`src/rtl/bkt_lvl_finder.sv`:
```
// Backtrack-level finder: scans one bin of learnt-literal levels, one cell per cycle,
// and reports the highest level, the second-highest distinct level, the count and an overflow flag.
module bkt_lvl_finder #(
   parameter int unsigned NUM_VARS  = 8,
   parameter int unsigned WIDTH_LVL = 10
) (
   input  logic                          clk,
   input  logic                          rst,
   input  logic                          start_i,
   input  logic [NUM_VARS*WIDTH_LVL-1:0] var_levels_i,
   input  logic [NUM_VARS-1:0]           var_valid_i,
   input  logic [WIDTH_LVL-1:0]          cur_lvl_i,
   output logic                          busy_o,
   output logic                          done_o,
   output logic [WIDTH_LVL-1:0]          max_lvl_o,
   output logic [WIDTH_LVL-1:0]          bkt_lvl_o,
   output logic [7:0]                    lit_cnt_o,
   output logic                          err_o
);

   localparam int unsigned IDX_W = (NUM_VARS > 1) ? $clog2(NUM_VARS) : 1;
   localparam logic [IDX_W-1:0] LAST_IDX = IDX_W'(NUM_VARS - 1);

   typedef enum logic [1:0] {StIdle, StScan, StDone} state_t;

   state_t                        r_state;
   logic [NUM_VARS*WIDTH_LVL-1:0] r_levels;
   logic [NUM_VARS-1:0]           r_valid;
   logic [WIDTH_LVL-1:0]          r_cur;
   logic [IDX_W-1:0]              r_idx;
   logic [WIDTH_LVL-1:0]          r_max;
   logic [WIDTH_LVL-1:0]          r_second;
   logic [7:0]                    r_cnt;
   logic                          r_err;

   logic                          r_busy;
   logic                          r_done;
   logic [WIDTH_LVL-1:0]          r_max_out;
   logic [WIDTH_LVL-1:0]          r_bkt_out;
   logic [7:0]                    r_cnt_out;
   logic                          r_err_out;

   logic [WIDTH_LVL-1:0]          w_lvl;
   logic                          w_vld;
   logic [WIDTH_LVL-1:0]          w_max_nxt;
   logic [WIDTH_LVL-1:0]          w_sec_nxt;
   logic [7:0]                    w_cnt_nxt;
   logic                          w_err_nxt;

   assign w_lvl = r_levels[r_idx*WIDTH_LVL +: WIDTH_LVL];
   assign w_vld = r_valid[r_idx];

   // Second tracks the highest level strictly below max, so duplicates of max never land in it.
   always_comb begin
      w_max_nxt = r_max;
      w_sec_nxt = r_second;
      w_cnt_nxt = r_cnt;
      w_err_nxt = r_err;
      if (w_vld) begin
         if (w_lvl > r_max) begin
            w_sec_nxt = r_max;
            w_max_nxt = w_lvl;
         end else if ((w_lvl < r_max) && (w_lvl > r_second)) begin
            w_sec_nxt = w_lvl;
         end
         if (r_cnt != 8'hFF) begin
            w_cnt_nxt = r_cnt + 8'd1;
         end
         if (w_lvl > r_cur) begin
            w_err_nxt = 1'b1;
         end
      end
   end

   always_ff @(posedge clk or negedge rst) begin
      if (!rst) begin
         r_state   <= StIdle;
         r_levels  <= '0;
         r_valid   <= '0;
         r_cur     <= '0;
         r_idx     <= '0;
         r_max     <= '0;
         r_second  <= '0;
         r_cnt     <= '0;
         r_err     <= 1'b0;
         r_busy    <= 1'b0;
         r_done    <= 1'b0;
         r_max_out <= '0;
         r_bkt_out <= '0;
         r_cnt_out <= '0;
         r_err_out <= 1'b0;
      end else begin
         r_done <= 1'b0;
         unique case (r_state)
            StIdle: begin
               if (start_i) begin
                  r_levels <= var_levels_i;
                  r_valid  <= var_valid_i;
                  r_cur    <= cur_lvl_i;
                  r_idx    <= '0;
                  r_max    <= '0;
                  r_second <= '0;
                  r_cnt    <= '0;
                  r_err    <= 1'b0;
                  r_busy   <= 1'b1;
                  r_state  <= StScan;
               end
            end
            StScan: begin
               r_max    <= w_max_nxt;
               r_second <= w_sec_nxt;
               r_cnt    <= w_cnt_nxt;
               r_err    <= w_err_nxt;
               if (r_idx == LAST_IDX) begin
                  r_state <= StDone;
               end else begin
                  r_idx <= r_idx + 1'b1;
               end
            end
            StDone: begin
               r_done    <= 1'b1;
               r_max_out <= r_max;
               r_bkt_out <= r_second;
               r_cnt_out <= r_cnt;
               r_err_out <= r_err;
               r_busy    <= 1'b0;
               r_state   <= StIdle;
            end
            default: begin
               r_busy  <= 1'b0;
               r_state <= StIdle;
            end
         endcase
      end
   end

   assign busy_o    = r_busy;
   assign done_o    = r_done;
   assign max_lvl_o = r_max_out;
   assign bkt_lvl_o = r_bkt_out;
   assign lit_cnt_o = r_cnt_out;
   assign err_o     = r_err_out;

endmodule

```
`config.mk`:
```
export PLATFORM = sky130hd
export DESIGN_NAME = bkt_lvl_finder
export DESIGN_NICKNAME = d
export VERILOG_FILES = /design/src/rtl/bkt_lvl_finder.sv
export SDC_FILE = /design/constraint.sdc
export NUM_CORES = 1
export LEC_CHECK = 0
export ABC_AREA = 1
export BUFFER_PORTS_ARGS = -buffer_cell sky130_fd_sc_hd__buf_2
export CAP_MARGIN = 30
export CORE_ASPECT_RATIO = 0.6
export CORE_UTILIZATION = 35
export DETAILED_ROUTE_END_ITERATION = 16
export PLACE_DENSITY_LB_ADDON = 0.05
export SLEW_MARGIN = 10
export SYNTH_ARGS = -nofsm -noshare
export SYNTH_HDL_FRONTEND = slang
export SYNTH_SLANG_ARGS = --single-unit
```
`constraint.sdc`:
```
create_clock -name clk -period 2.3 [get_ports clk]
set_input_delay 0.46 -clock clk [delete_from_list [all_inputs] [get_ports clk]]
set_output_delay 0.46 -clock clk [all_outputs]
set_load 0.01 [all_outputs]
```
==> reports/summary.txt <==
status = finished, violations left
failing checks = setup timing
FFs w/ async S/R, synth = 100.0%
Max VDD drop = 0.7591 mV
final WL = 25260 µm
Initial Utilization = 36.31%
clk sinks = 163
top-count cell post-synth = nand2_1
initial antenna violation count = 0
PnR worst setup slack = -0.4396 ns
Post-synth top cells = 441 x nand2_1, 163 x dfrtp_1, 121 x nor2_1
WP data arrival = 3.12 ns
CTS buffer count = 17
FMAX = 0.3650 GHz
layout cells sized above 1 = 31.77%
vias in the first global route = 7106
Least-Margin Pin Slew = 0.8025 ns
Mapped Area = 0.008147 mm²
gr ovfl total = 0
synth warn = 0
Post-DRT Antenna Nets = 0
fin nets = 1383
M1 GR Usage = 35.61%
relative slew slack = 46.42%
die width = 199.0 µm
clk slew on worst S/H paths = 0.07 ns
initial DRC count = 431
required time worst endpoint = 2.68 ns
M3 GR Usage = 4.128%
fin. max-slew vios = 0
flops & latches, synth = 163
fin util = 49.55%
Tcrit/Tclk final = 119.1%
hpwl dp = 18150 µm
IO Count = 132
Post-Syn Area per Cell = 7.759 µm²
Pleak = 5.770 nW
crit-path max cell delay = 0.43 ns
via count = 7284
Unique masters post-synth = 34
core region area = 0.02244 mm²
largest net degree at the start of global routing = 64
GP Congestion = 0.8540
wire per inst = 16.09 µm
share of the synthesized area in the top cell type = 50.07%
Rows = 42
Sw Pwr = 9.449 mW
drt drc = 0
CP Class = flip-flop to flip-flop
CP max-delay cell = dfrtp_1
Worst setup EP type = flip-flop
Startpoint Class = flip-flop
Clock Tree Buf Depth = 2
Final Critical Period = 2.740 ns
Finished Layout Cells = 1570
Place WS = -0.5600 ns
CTS HTree Levels = 4
1st-pass router iterations = 5
Root Buffer Master = clkbuf_16
EDFF count, synth = 0
met2 Usage GRT = 29.70%
Gate power share = 61.7%
Die Height = 120.2 µm
Synth area leader = dfrtp_1
worst-path cell chain = buf_6 > inv_6 > buf_4 > o21ai_2 > nand3_1 > nand2_4 > inv_4 > ha_4 > nand2_1 > nand2_1 > a21oi_2 > nand3_2 > nand2_4 > nand2_4 > nand2_8 > clkbuf_16 > nand3_2 > nand2_1
Worst-Skew Late Latency = 0.44 ns
register area share after synthesis = 50.07%
RSZ-0062 raised after global routing = yes
Layout Skew = 0.008699 ns
HP Class = input port to flip-flop
Final Hold Fails = 0
first-pass GRT wire length = 39500 µm
dominant synthesized flop cell = dfrtp_1
global route hottest layer = met1
GRT Util Overall = 22.06%
crit path max fanout = 12
Mapped Cells = 1050
PD cells = 1904 mW/mm²
syn_nets = 1184
I/O Buffers = 131
Max Cap Viol = 0
dpl cells = 1524
Clk network pwr share = 14.5%
synthesis-to-finish area growth = 36.48%
# diodes = 0
switching share of power = 44.63%
CTS tree = built
largest cells by area after synthesis = dfrtp_1 50%, nand2_1 20%, nor2_1 5.6%
Final setup viols = 21
Seq pwr share = 23.9%
die area = 0.02391 mm²
vias per inst = 4.639
internal power = 11.72 mW
[worst paths after layout]
| kind | startpoint | end | slack, ns | depth (start not counted) |
|---|---|---|---|---|
| min reg2reg | lit_cnt_o[2] | lit_cnt_o[2] | 0.46 | 2 |
| min in group asynchronous | rst | r_levels[5] | 0.44 | 2 |
| min | var_levels_i[43] | r_levels[43] | 0.21 | 3 |
| max in group asynchronous | rst | r_levels[38] | 1.23 | 3 |
| max reg2reg | r_idx[0] | r_second[7] | -0.44 | 18 |
| max | r_idx[0] | r_second[7] | -0.44 | 18 |
[worst max-delay path, delay by kind of cell, from the launching register on]
family	cells	cell delay (ns)
flops	1	0.43
buf+inv	5	0.60
fa+ha+maj	1	0.23
simple gates	10	0.98
compound gates	2	0.40
[layout make-up]
| type | count | area [µm²] |
|---|---|---|
| clock buffers | 21 | 460.4 |
| clock inverters | 11 | 157.7 |
| fillers | 2265 | 11320 |
| inverters | 70 | 284.0 |
| multi-input cells | 768 | 4149 |
| flip-flops and latches | 163 | 4079 |
| well taps | 308 | 385.4 |
| repair buffers | 229 | 1603 |
[cells in the final DEF (no fill, tap or decap), types with 20 or more instances in the layout]
cell	synthesis	final
nor2_1	121	97
o21ai_1	18	24
o21ai_0	70	53
nand2_2	3	29
buf_4	5	77
nand2_1	441	407
nand3_2	12	20
nand3_1	38	30
inv_1	62	52
clkbuf_16	0	20
dfrtp_1	163	163
buf_2	11	130
[per-layer routing]
metal  share of wire, %  vias to the layer above
met4               0.78                        0
met3                4.2                       16
met1                 56                     3438
met2                 39                      161
li1                   -                     3669
met5                  0                        -
[kinds of logic (layout without fill, tap and decap cells)]
| logic type | count (synthesis) | after routing | synth area share (%) |
|---|---|---|---|
| simple gates | 630 | 630 | 31.58 |
| flops | 163 | 163 | 50.07 |
| buf+inv | 119 | 331 | 6.481 |
| compound gates | 100 | 100 | 6.267 |
| fa+ha+maj | 33 | 33 | 5.068 |
| xor+xnor | 5 | 5 | 0.5375 |
[state kept, by name, indices dropped and copies added, names as in the netlist, 2 cells and up]
name	flops
r_cur	10
bkt_lvl_o	10
r_second	10
r_max	10
r_cnt	8
lit_cnt_o	8
r_state	2
r_valid	8
r_levels	80
r_idx	3
max_lvl_o	10
[power by group through the flow]
| stage | Clock [mW] | Combinational, mW | Sequential, mW |
|---|---|---|---|
| final | 3.06 | 13.1 | 5.05 |
| after global routing | 3.24 | 14.6 | 5.19 |
| after CTS | 3.13 | 11.1 | 4.99 |
| after detailed placement | 0 | 10.3 | 5.00 |
| after global placement | 0 | 10.3 | 5.02 |
| after floorplan | 0 | 6.59 | 4.80 |
[stage by stage]
step           area [µm²]  hold slack, ns  setup TNS (ns)  power (mW)
2_1_floorplan        8265          0.1644               0       11.39
3_3_place_gp         9774          0.3330          -11.53       15.29
3_5_place_dp         9774          0.3334          -11.04       15.32
4_1_cts             10610          0.1913          -7.492       19.25
5_1_grt             11120          0.2026          -11.10       22.99
6_report            11120          0.2119          -8.419       21.17
[what timing repair did]
item / CTS / global route
endpoints found under the hold margin: 18 / 0
buffers inserted: 6 / 3
pin swaps: 12 / 53
gates resized for setup: 45 / 94
setup endpoints to repair: 21 / 21
cloned: 0 / 4
hold buffers: 1 / 0
Power figures use the tool's default switching activity.
